### config.mk
export PLATFORM = sky130hd
export DESIGN_NAME = pipelined_addsub
export DESIGN_NICKNAME = d
export VERILOG_FILES = /design/src/rtl/pipelined_addsub.sv
export SDC_FILE = /design/constraint.sdc
export NUM_CORES = 1
export LEC_CHECK = 0
export CORE_ASPECT_RATIO = 0.5
export CORE_MARGIN = 4
export CORE_UTILIZATION = 30
export CTS_CLUSTER_SIZE = 25
export DETAILED_ROUTE_END_ITERATION = 7
export DONT_BUFFER_PORTS = 1
export PLACE_DENSITY = 0.55
export SLEW_MARGIN = 40
export SYNTH_ARGS = -nofsm -noshare
export SYNTH_HDL_FRONTEND = slang
export SYNTH_SLANG_ARGS = --single-unit
export TNS_END_PERCENT = 100
### constraint.sdc
create_clock -name clock -period 3.9 [get_ports clock]
set_input_delay 0.78 -clock clock [delete_from_list [all_inputs] [get_ports clock]]
set_output_delay 0.78 -clock clock [all_outputs]
set_load 0.01 [all_outputs]
### src/rtl/pipelined_addsub.sv
// Carry-segmented pipelined adder/subtractor: one SEG_WIDTH ripple segment
// per stage, registered inter-segment carry, valid/ready with backpressure.
module pipelined_addsub #(
  parameter int WIDTH     = 32,
  parameter int SEG_WIDTH = 8
) (
  input  logic             clock,
  input  logic             reset_n,
  input  logic             in_valid,
  output logic             in_ready,
  input  logic [WIDTH-1:0] a,
  input  logic [WIDTH-1:0] b,
  input  logic             c_in,
  input  logic             sub,
  output logic             out_valid,
  input  logic             out_ready,
  output logic [WIDTH-1:0] sum,
  output logic             c_out,
  output logic             msb_carry,
  output logic             overflow
);

  localparam int STAGES = WIDTH / SEG_WIDTH;
  localparam int SW     = SEG_WIDTH;
  localparam int LAST   = STAGES - 1;

  if (WIDTH % SEG_WIDTH != 0) begin : g_bad_seg
    $error("WIDTH must be a multiple of SEG_WIDTH");
  end

  typedef logic [WIDTH-1:0] word_t;

  word_t          a_q  [STAGES];
  word_t          b_q  [STAGES];
  word_t          s_q  [STAGES];
  logic           cy_q [STAGES];
  logic           v_q  [STAGES];
  logic           mc_q;

  word_t          a_i  [STAGES];
  word_t          b_i  [STAGES];
  word_t          s_i  [STAGES];
  word_t          s_n  [STAGES];
  logic           cy_i [STAGES];
  logic           cy_n [STAGES];
  logic           v_i  [STAGES];
  logic           mc_n;
  logic [SW+1:0]  seg_r;
  logic           adv;

  // Returns {carry into segment MSB, carry out, segment sum}
  function automatic logic [SW+1:0] seg_add(
    input logic [SW-1:0] x,
    input logic [SW-1:0] y,
    input logic          ci
  );
    logic [SW-1:0] s;
    logic          c;
    logic          m;
    s = '0;
    c = ci;
    m = ci;
    for (int i = 0; i < SW; i++) begin
      if (i == SW - 1) m = c;
      s[i] = x[i] ^ y[i] ^ c;
      c    = (x[i] & y[i]) | (c & (x[i] ^ y[i]));
    end
    return {m, c, s};
  endfunction

  always_comb begin
    a_i[0]  = a;
    b_i[0]  = sub ? ~b : b;
    cy_i[0] = sub | c_in;
    s_i[0]  = '0;
    v_i[0]  = in_valid;
    for (int k = 1; k < STAGES; k++) begin
      a_i[k]  = a_q[k-1];
      b_i[k]  = b_q[k-1];
      cy_i[k] = cy_q[k-1];
      s_i[k]  = s_q[k-1];
      v_i[k]  = v_q[k-1];
    end
    mc_n  = 1'b0;
    seg_r = '0;
    for (int k = 0; k < STAGES; k++) begin
      seg_r = seg_add(a_i[k][k*SW +: SW],
                      b_i[k][k*SW +: SW],
                      cy_i[k]);
      s_n[k]              = s_i[k];
      s_n[k][k*SW +: SW]  = seg_r[SW-1:0];
      cy_n[k]             = seg_r[SW];
      if (k == LAST) mc_n = seg_r[SW+1];
    end
  end

  // Data only loads behind a valid token so outputs stay put across bubbles
  always_ff @(posedge clock or negedge reset_n) begin
    if (!reset_n) begin
      for (int k = 0; k < STAGES; k++) begin
        v_q[k]  <= 1'b0;
        a_q[k]  <= '0;
        b_q[k]  <= '0;
        s_q[k]  <= '0;
        cy_q[k] <= 1'b0;
      end
      mc_q <= 1'b0;
    end else if (adv) begin
      for (int k = 0; k < STAGES; k++) begin
        v_q[k] <= v_i[k];
        if (v_i[k]) begin
          a_q[k]  <= a_i[k];
          b_q[k]  <= b_i[k];
          s_q[k]  <= s_n[k];
          cy_q[k] <= cy_n[k];
        end
      end
      if (v_i[LAST]) mc_q <= mc_n;
    end
  end

  assign out_valid = v_q[LAST];
  assign adv       = out_ready | ~out_valid;
  assign in_ready  = adv;
  assign sum       = s_q[LAST];
  assign c_out     = cy_q[LAST];
  assign msb_carry = mc_q;
  assign overflow  = cy_q[LAST] ^ mc_q;

endmodule

==> flow_summary.json, run 1 <==
{
  "clk_latency_ns": 0.42,
  "required_ns": 4.21,
  "r2r_cells": 13,
  "synth_compound_area_share_pct": 3.172,
  "die_width_um": 239.6,
  "drtAntennaViolNets": 0,
  "ys_seq_area_share_pct": 57.53,
  "synthToLayoutAreaGrowth_pct": 12.53,
  "rr_startpoint": "a_i[24]$_DFFE_PN0P_",
  "core-area_sq_um": 26430,
  "setup_viol_count_final": 0,
  "clock_path_buffers": 2,
  "synth_edf_count": 0,
  "crit_path_start": "sub",
  "path_common_cell": "fa_2",
  "synth_fa_ha_area_share_pct": 7.961,
  "synth_area_leader_cell": "dfrtp_1",
  "design_area_sq_um": 9055,
  "cp_max_fo": 33,
  "ys_warn_count": 0,
  "cp-endpoint": "s_i[71]$_DFFE_PN0P_",
  "setup_tns_ns": 0,
  "initial_core_util_pct": 30.44,
  "fin_util_pct": 34.26,
  "gp_congestion": 0.7149,
  "power.internal_uw": 5314,
  "track_usage_pct": 10.70,
  "sw_frac_of_total_pct": 30.36,
  "status": "finished, final reports clean",
  "hold_buffers": 0,
  "power.clock.fraction_pct": 25.1,
  "power_frac_seq_pct": 45.2,
  "synth_mux_area_share_pct": 22.50,
  "cts_tree": "built",
  "drcViolationCount": 0,
  "synth_top_family_by_area": "multiplexers",
  "hold_violations": 0,
  "dr_total_vias": 3933,
  "ys_seq_elements": 185,
  "maxSlewViolCount": 0,
  "cpPeakStageDelay_ns": 0.40,
  "place_area_sq_um": 8372,
  "drt_iter0_drc": 210,
  "clock_sinks": 185,
  "cts_setup_buffers": 0,
  "cts_inserted_buffers": 17,
  "layout.nets": 638,
  "hold_ws_ns": 0.05547,
  "htreeDepth": 4,
  "cpMaxStageDelayCell": "fa_1",
  "worstPathArrival_ns": 4.05,
  "hold_path_class": "in2async",
  "first_pass_iters": 4,
  "cts-root-buf": "clkbuf_16",
  "rr_endpoint": "sum[31]$_DFFE_PN0P_",
  "drive_gt1_share_pct": 34.61,
  "ys_async_sr_fraction_pct": 100.0,
  "fp-row-count": 42,
  "antennaDiodeCount": 0,
  "path_buf_inv": 2,
  "slew_headroom_pct": 59.53,
  "ioPinCount": 107,
  "vias_per_cell": 4.365,
  "wl_per_cell_um": 16.97,
  "fillerInstances": 2555,
  "overflow": 0,
  "leakagePower_uw": 0.003890,
  "yosys.area.top_type_share_pct": 57.53,
  "synth_area_sq_um": 8046,
  "synth-main-ff-cell": "dfrtp_1",
  "tightestPinTransition_ns": 0.6048,
  "finalClockSkew_ns": 0.01048,
  "r2r_setup_slack_ns": 0.16,
  "combPwrFrac_pct": 29.7,
  "crit_cells": 12,
  "grt_pass1_vias": 4243,
  "critPathTopFamily": "adder cells",
  "synth_simple_gate_area_share_pct": 0.8708,
  "vdd_drop_max_uv": 333.0,
  "grt_first_pass_wirelength_um": 24200,
  "start_kind": "input port",
  "die_y_um": 123.8,
  "period_needed_ns": 3.738,
  "synth_xor_area_share_pct": 3.592,
  "grt_max_degree": 186,
  "rsz0062_at_grt": "false",
  "p_switching_uw": 2316,
  "hpwl_um": 9837,
  "drt_wl_total_um": 15290,
  "netlist_instances": 542,
  "criticalPathCategory": "in2reg",
  "fin_crit_sh_pct": 95.83,
  "path_cells": "xor2_1, fa_2, inv_1, fa_2, fa_2, fa_2, fa_2, fa_2, fa_1, inv_1, fa_1, mux2_2",
  "crit_path_end_kind": "flip-flop",
  "synth_nets": 644,
  "path_clk_slew_ns": 0.07,
  "timing.fmax_ghz": 0.2676,
  "synth_area_leaders": "dfrtp_1 58%, mux2_2 17%, fa_1 8.0%",
  "syn_area_per_cell_sq_um": 14.85,
  "antenna_found_initial": 0,
  "p_per_area_nw_per_um2": 842.6,
  "ys_types": 19,
  "cap_violations": 0,
  "io_buffers": 0,
  "dieArea_sq_um": 29660
}
[stage by stage]
stage / std cells / total power (uW) / setup WS (ns)
finish: 901 / 7630 / 0.1625
global route: 901 / 8193 / 0.02558
CTS: 900 / 7775 / 0.09134
detailed placement: 868 / 5835 / -0.3081
global placement: 868 / 5737 / -0.2514
floorplan: 542 / 5210 / -0.4325
[what timing repair did]
action | 4_1_cts | 5_1_grt
endpoints found under the setup margin | 0 | 3
endpoints found under the hold margin | 0 | 0
gates resized for setup | 0 | 3
[area by class of cell]
class / count / area [sq um] / area share, %
Tap cell: 352 / 440.4 / 4.864
Multi-Input combinational cell: 283 / 3093 / 34.16
Sequential cell: 185 / 4629 / 51.13
Clock buffer: 20 / 446.7 / 4.933
Clock inverter: 12 / 209.0 / 2.308
Timing Repair Buffer: 4 / 67.56 / 0.7462
Inverter: 45 / 168.9 / 1.865
[layer usage]
metal	GRT usage, %	routed length, um
met2	17.93	7804
met5	0	0
met3	2.832	507
met1	13.66	6853
met4	3.586	128
[worst min-delay path by stage]
stage / from / end / slack, ns / cells past startpoint
3_3_place_gp: v_i[0]$_DFFE_PN0N_ / out_valid$_DFFE_PN0N_ / 0.48 / 2
3_5_place_dp: reset_n / a_i[90]$_DFFE_PN0P_ / 0.49 / 0
5_1_grt: reset_n / sum[24]$_DFFE_PN0P_ / 0.03 / 0
6_report: reset_n / sum[24]$_DFFE_PN0P_ / 0.06 / 0
2_1_floorplan: v_i[0]$_DFFE_PN0N_ / out_valid$_DFFE_PN0N_ / 0.46 / 2
4_1_cts: reset_n / v_i[2]$_DFFE_PN0N_ / 0.03 / 0
[state kept, by name, summed over array words and instances, names as in the netlist]
signal	flops
cy_i	3
v_i	3
b_i	48
sum	32
a_i	48
out_valid	1
msb_carry	1
c_out	1
s_i	48
[synthesized netlist by cell type (4+ instances only)]
cell / instances
xor2_1: 5
a21oi_1: 44
mux2_2: 119
clkbuf_1: 5
dfrtp_1: 185
mux2i_1: 14
nand3_1: 4
xnor2_1: 28
nand2_1: 4
buf_6: 7
o21ai_0: 7
buf_2: 17
inv_1: 45
mux2_4: 22
fa_1: 32
[power groups by stage]
stage                     combinational [uW]  clock [uW]  sequential, uW
after floorplan                         1910           0            3300
after global placement                  2250           0            3490
after detailed placement                2320           0            3510
after CTS                               2320        1970            3480
after global routing                    2580        2050            3570
final                                   2260        1910            3450
[cells by family after synthesis]
group | after synthesis
and+or+nand+nor | 12
xor gates and xnor gates | 33
DFF | 185
buffers and inverters | 74
muxes | 155
adders and majority gates | 32
AOI/OAI and AO/OA | 51
[layout by cell type, fill, tap and decap left out]
cell type   Yosys  routed
dfrtp_1       185     185
mux2_2        119     119
inv_1          45      45
a21oi_1        44      44
xnor2_1        28      28
fa_1           32      23
mux2_4         22      22
clkbuf_16       0      17
mux2i_1        14      14
fa_2            0       9
o21ai_0         7       7
xor2_1          5       5
bufinv_16       0       5
nand3_1         4       4
nand2_2         1       3
inv_6           0       3
buf_12          0       3
nand2_1         4       2
clkbuf_1        5       2
or2_2           1       1
nand2b_4        1       1
and2_4          1       1
clkbuf_8        0       1
clkinvlp_4      0       1
clkinv_4        0       1
clkinv_2        0       1
inv_8           0       1
buf_4           0       1
No activity file was read; power rests on OpenSTA's default activity.
==> inputs of run 2 (changes only) <==
--- a/config.mk
+++ b/config.mk
@@ -6,7 +6,6 @@
 export NUM_CORES = 1
 export LEC_CHECK = 0
 export CORE_ASPECT_RATIO = 0.5
-export CORE_MARGIN = 4
 export CORE_UTILIZATION = 30
 export CTS_CLUSTER_SIZE = 25
 export DETAILED_ROUTE_END_ITERATION = 7
==> run 2 against run 1 <==
  * Final cell count decreased by 0.67%
  * Non-clock buffer count increased by 3
  * Critical endpoint unchanged
  * Sequential power about the same
  * Die area decreased by 7.2%
  * Largest power group unchanged
  * Power decreased by 2.3%
  * Combinational power increased by 2%
  * Maximum frequency decreased by 0.62%
  * Clock skew increased by 0.0062 ns
  * First-iteration DRC count increased by 18%
  * Wire length increased by 0.69%
  * Clock power decreased by 10%
  * Utilization increased by 0.67 points
==> flow_summary.json, run 2 (synthesis results as in run 1) <==
{
  "core-area_sq_um": 25750,
  "crit_path_end_kind": "flip-flop",
  "path_buf_inv": 2,
  "setup_viol_count_final": 0,
  "required_ns": 4.22,
  "r2r_cells": 13,
  "initial_core_util_pct": 31.25,
  "hpwl_um": 9922,
  "timing.fmax_ghz": 0.2659,
  "hold_violations": 0,
  "vdd_drop_max_uv": 317.1,
  "cts-root-buf": "clkbuf_16",
  "power.clock.fraction_pct": 23.0,
  "htreeDepth": 4,
  "rr_endpoint": "sum[31]$_DFFE_PN0P_",
  "wl_per_cell_um": 17.21,
  "p_switching_uw": 2385,
  "cts_tree": "built",
  "dp.cells": 862,
  "combPwrFrac_pct": 30.8,
  "setup_tns_ns": 0,
  "grt_max_degree": 186,
  "fin_util_pct": 34.92,
  "antennaDiodeCount": 0,
  "path_cells": "xor2_1, fa_2, inv_1, fa_2, fa_2, fa_2, fa_2, fa_2, fa_1, inv_1, fa_1, mux2_2",
  "rsz0062_at_grt": "false",
  "cp_max_fo": 33,
  "cts_inserted_buffers": 17,
  "period_needed_ns": 3.761,
  "sw_frac_of_total_pct": 32.02,
  "grt_pass1_vias": 4545,
  "drt_wl_total_um": 15400,
  "dr_total_vias": 3951,
  "clk_latency_ns": 0.43,
  "hold_ws_ns": 0.03520,
  "cpPeakStageDelay_ns": 0.40,
  "first_pass_iters": 4,
  "io_buffers": 0,
  "dieArea_sq_um": 27520,
  "clock_sinks": 185,
  "antenna_found_initial": 0,
  "leakagePower_uw": 0.003861,
  "drcViolationCount": 0,
  "final_cell_mix": "185 x dfrtp_1, 119 x mux2_2, 45 x inv_1",
  "clock_path_buffers": 2,
  "overflow": 0,
  "fp-row-count": 41,
  "gp_congestion": 0.7306,
  "slew_headroom_pct": 60.11,
  "criticalPathCategory": "in2reg",
  "final_common_cell": "dfrtp_1",
  "power.internal_uw": 5065,
  "path_common_cell": "fa_2",
  "fin_crit_sh_pct": 96.43,
  "rr_startpoint": "a_i[24]$_DFFE_PN0P_",
  "drtAntennaViolNets": 0,
  "drt_iter0_drc": 247,
  "die_y_um": 117.8,
  "drive_gt1_share_pct": 35.57,
  "instances_no_fill": 895,
  "path_clk_slew_ns": 0.08,
  "critPathTopFamily": "adder cells",
  "start_kind": "input port",
  "status": "finished, final reports clean",
  "maxSlewViolCount": 0,
  "track_usage_pct": 12.42,
  "vias_per_cell": 4.415,
  "r2r_setup_slack_ns": 0.16,
  "synthToLayoutAreaGrowth_pct": 11.77,
  "p_per_area_nw_per_um2": 828.4,
  "ioPinCount": 107,
  "crit_cells": 12,
  "power_frac_seq_pct": 46.2,
  "layout.nets": 641,
  "cp-endpoint": "s_i[71]$_DFFE_PN0P_",
  "cpMaxStageDelayCell": "fa_1",
  "crit_path_start": "sub",
  "die_width_um": 233.6,
  "finalClockSkew_ns": 0.01664,
  "hold_path_class": "in2async",
  "tightestPinTransition_ns": 0.5983,
  "cap_violations": 0,
  "grt_first_pass_wirelength_um": 25880,
  "worstPathArrival_ns": 4.08
}
-- run 2: cell types whose count changed in the layout (fill, tap and decap cells not counted), moves of 2 or more --
cell,previous run,this run
bufinv_16,5,1
fa_1,23,19
fa_2,9,13
clkinv_4,1,4
buf_4,1,3
clkbuf_1,2,0
dlygate4sd3_1,0,2
inv_8,1,3
-- run 2: cell type report --
class                   instances  area, sq um
fillers                      2505        16760
flip-flops and latches        185         4629
multi-input cells             283         3103
well taps                     344        430.4
clock buffers                  17        425.4
inverters                      45        168.9
clock inverters                14        153.9
repair buffers                  7        82.58
-- run 2: metal layers --
layer  global-route usage [%]  wire length (um)  up-vias
met5                        0                 0        -
met4                    4.261               210        0
met3                    3.949               707       13
met2                    19.21              7404       33
met1                    16.37              7077     2101
li1                         -                 -     1804
-- run 2: stage by stage --
stage | total power [uW] | instance area, sq um | setup WS [ns]
floorplan | 5210 | 8078 | -0.4325
global placement | 5760 | 8377 | -0.2639
detailed placement | 5842 | 8377 | -0.3389
CTS | 7589 | 8956 | 0.02381
global route | 8047 | 8994 | 0.01242
finish | 7450 | 8994 | 0.1393
-- run 2: power groups by stage --
stage / sequential, uW / combinational [uW] / clock (uW)
2_1_floorplan: 3300 / 1910 / 0
3_3_place_gp: 3490 / 2270 / 0
3_5_place_dp: 3500 / 2340 / 0
4_1_cts: 3470 / 2360 / 1760
5_1_grt: 3580 / 2630 / 1840
6_report: 3440 / 2300 / 1710
-- run 2: repair_timing --
item / CTS / global route
setup buffers: 0 / 0
setup endpoints to repair: 0 / 4
hold endpoints to repair: 0 / 4
hold buffers: 0 / 2
gates resized for setup: 0 / 7
-- run 2: worst min-delay path by stage --
| stage | start | cells after the start | slack (ns) | endpoint |
|---|---|---|---|---|
| finish | reset_n | 0 | 0.04 | sum[11]$_DFFE_PN0P_ |
| global route | reset_n | 0 | 0.0002 | sum[11]$_DFFE_PN0P_ |
| CTS | reset_n | 0 | 0.008 | a_i[76]$_DFFE_PN0P_ |
| detailed placement | v_i[0]$_DFFE_PN0N_ | 2 | 0.48 | out_valid$_DFFE_PN0N_ |
| global placement | v_i[0]$_DFFE_PN0N_ | 2 | 0.47 | out_valid$_DFFE_PN0N_ |
| floorplan | v_i[0]$_DFFE_PN0N_ | 2 | 0.46 | out_valid$_DFFE_PN0N_ |
-- run 2: worst register-to-register path: cells and delay by family, from the launching register on --
family,cells,cell delay [ns]
adders and majority gates,8,2.71
DFF,1,0.37
buffers and inverters,4,0.30
muxes,1,0.26
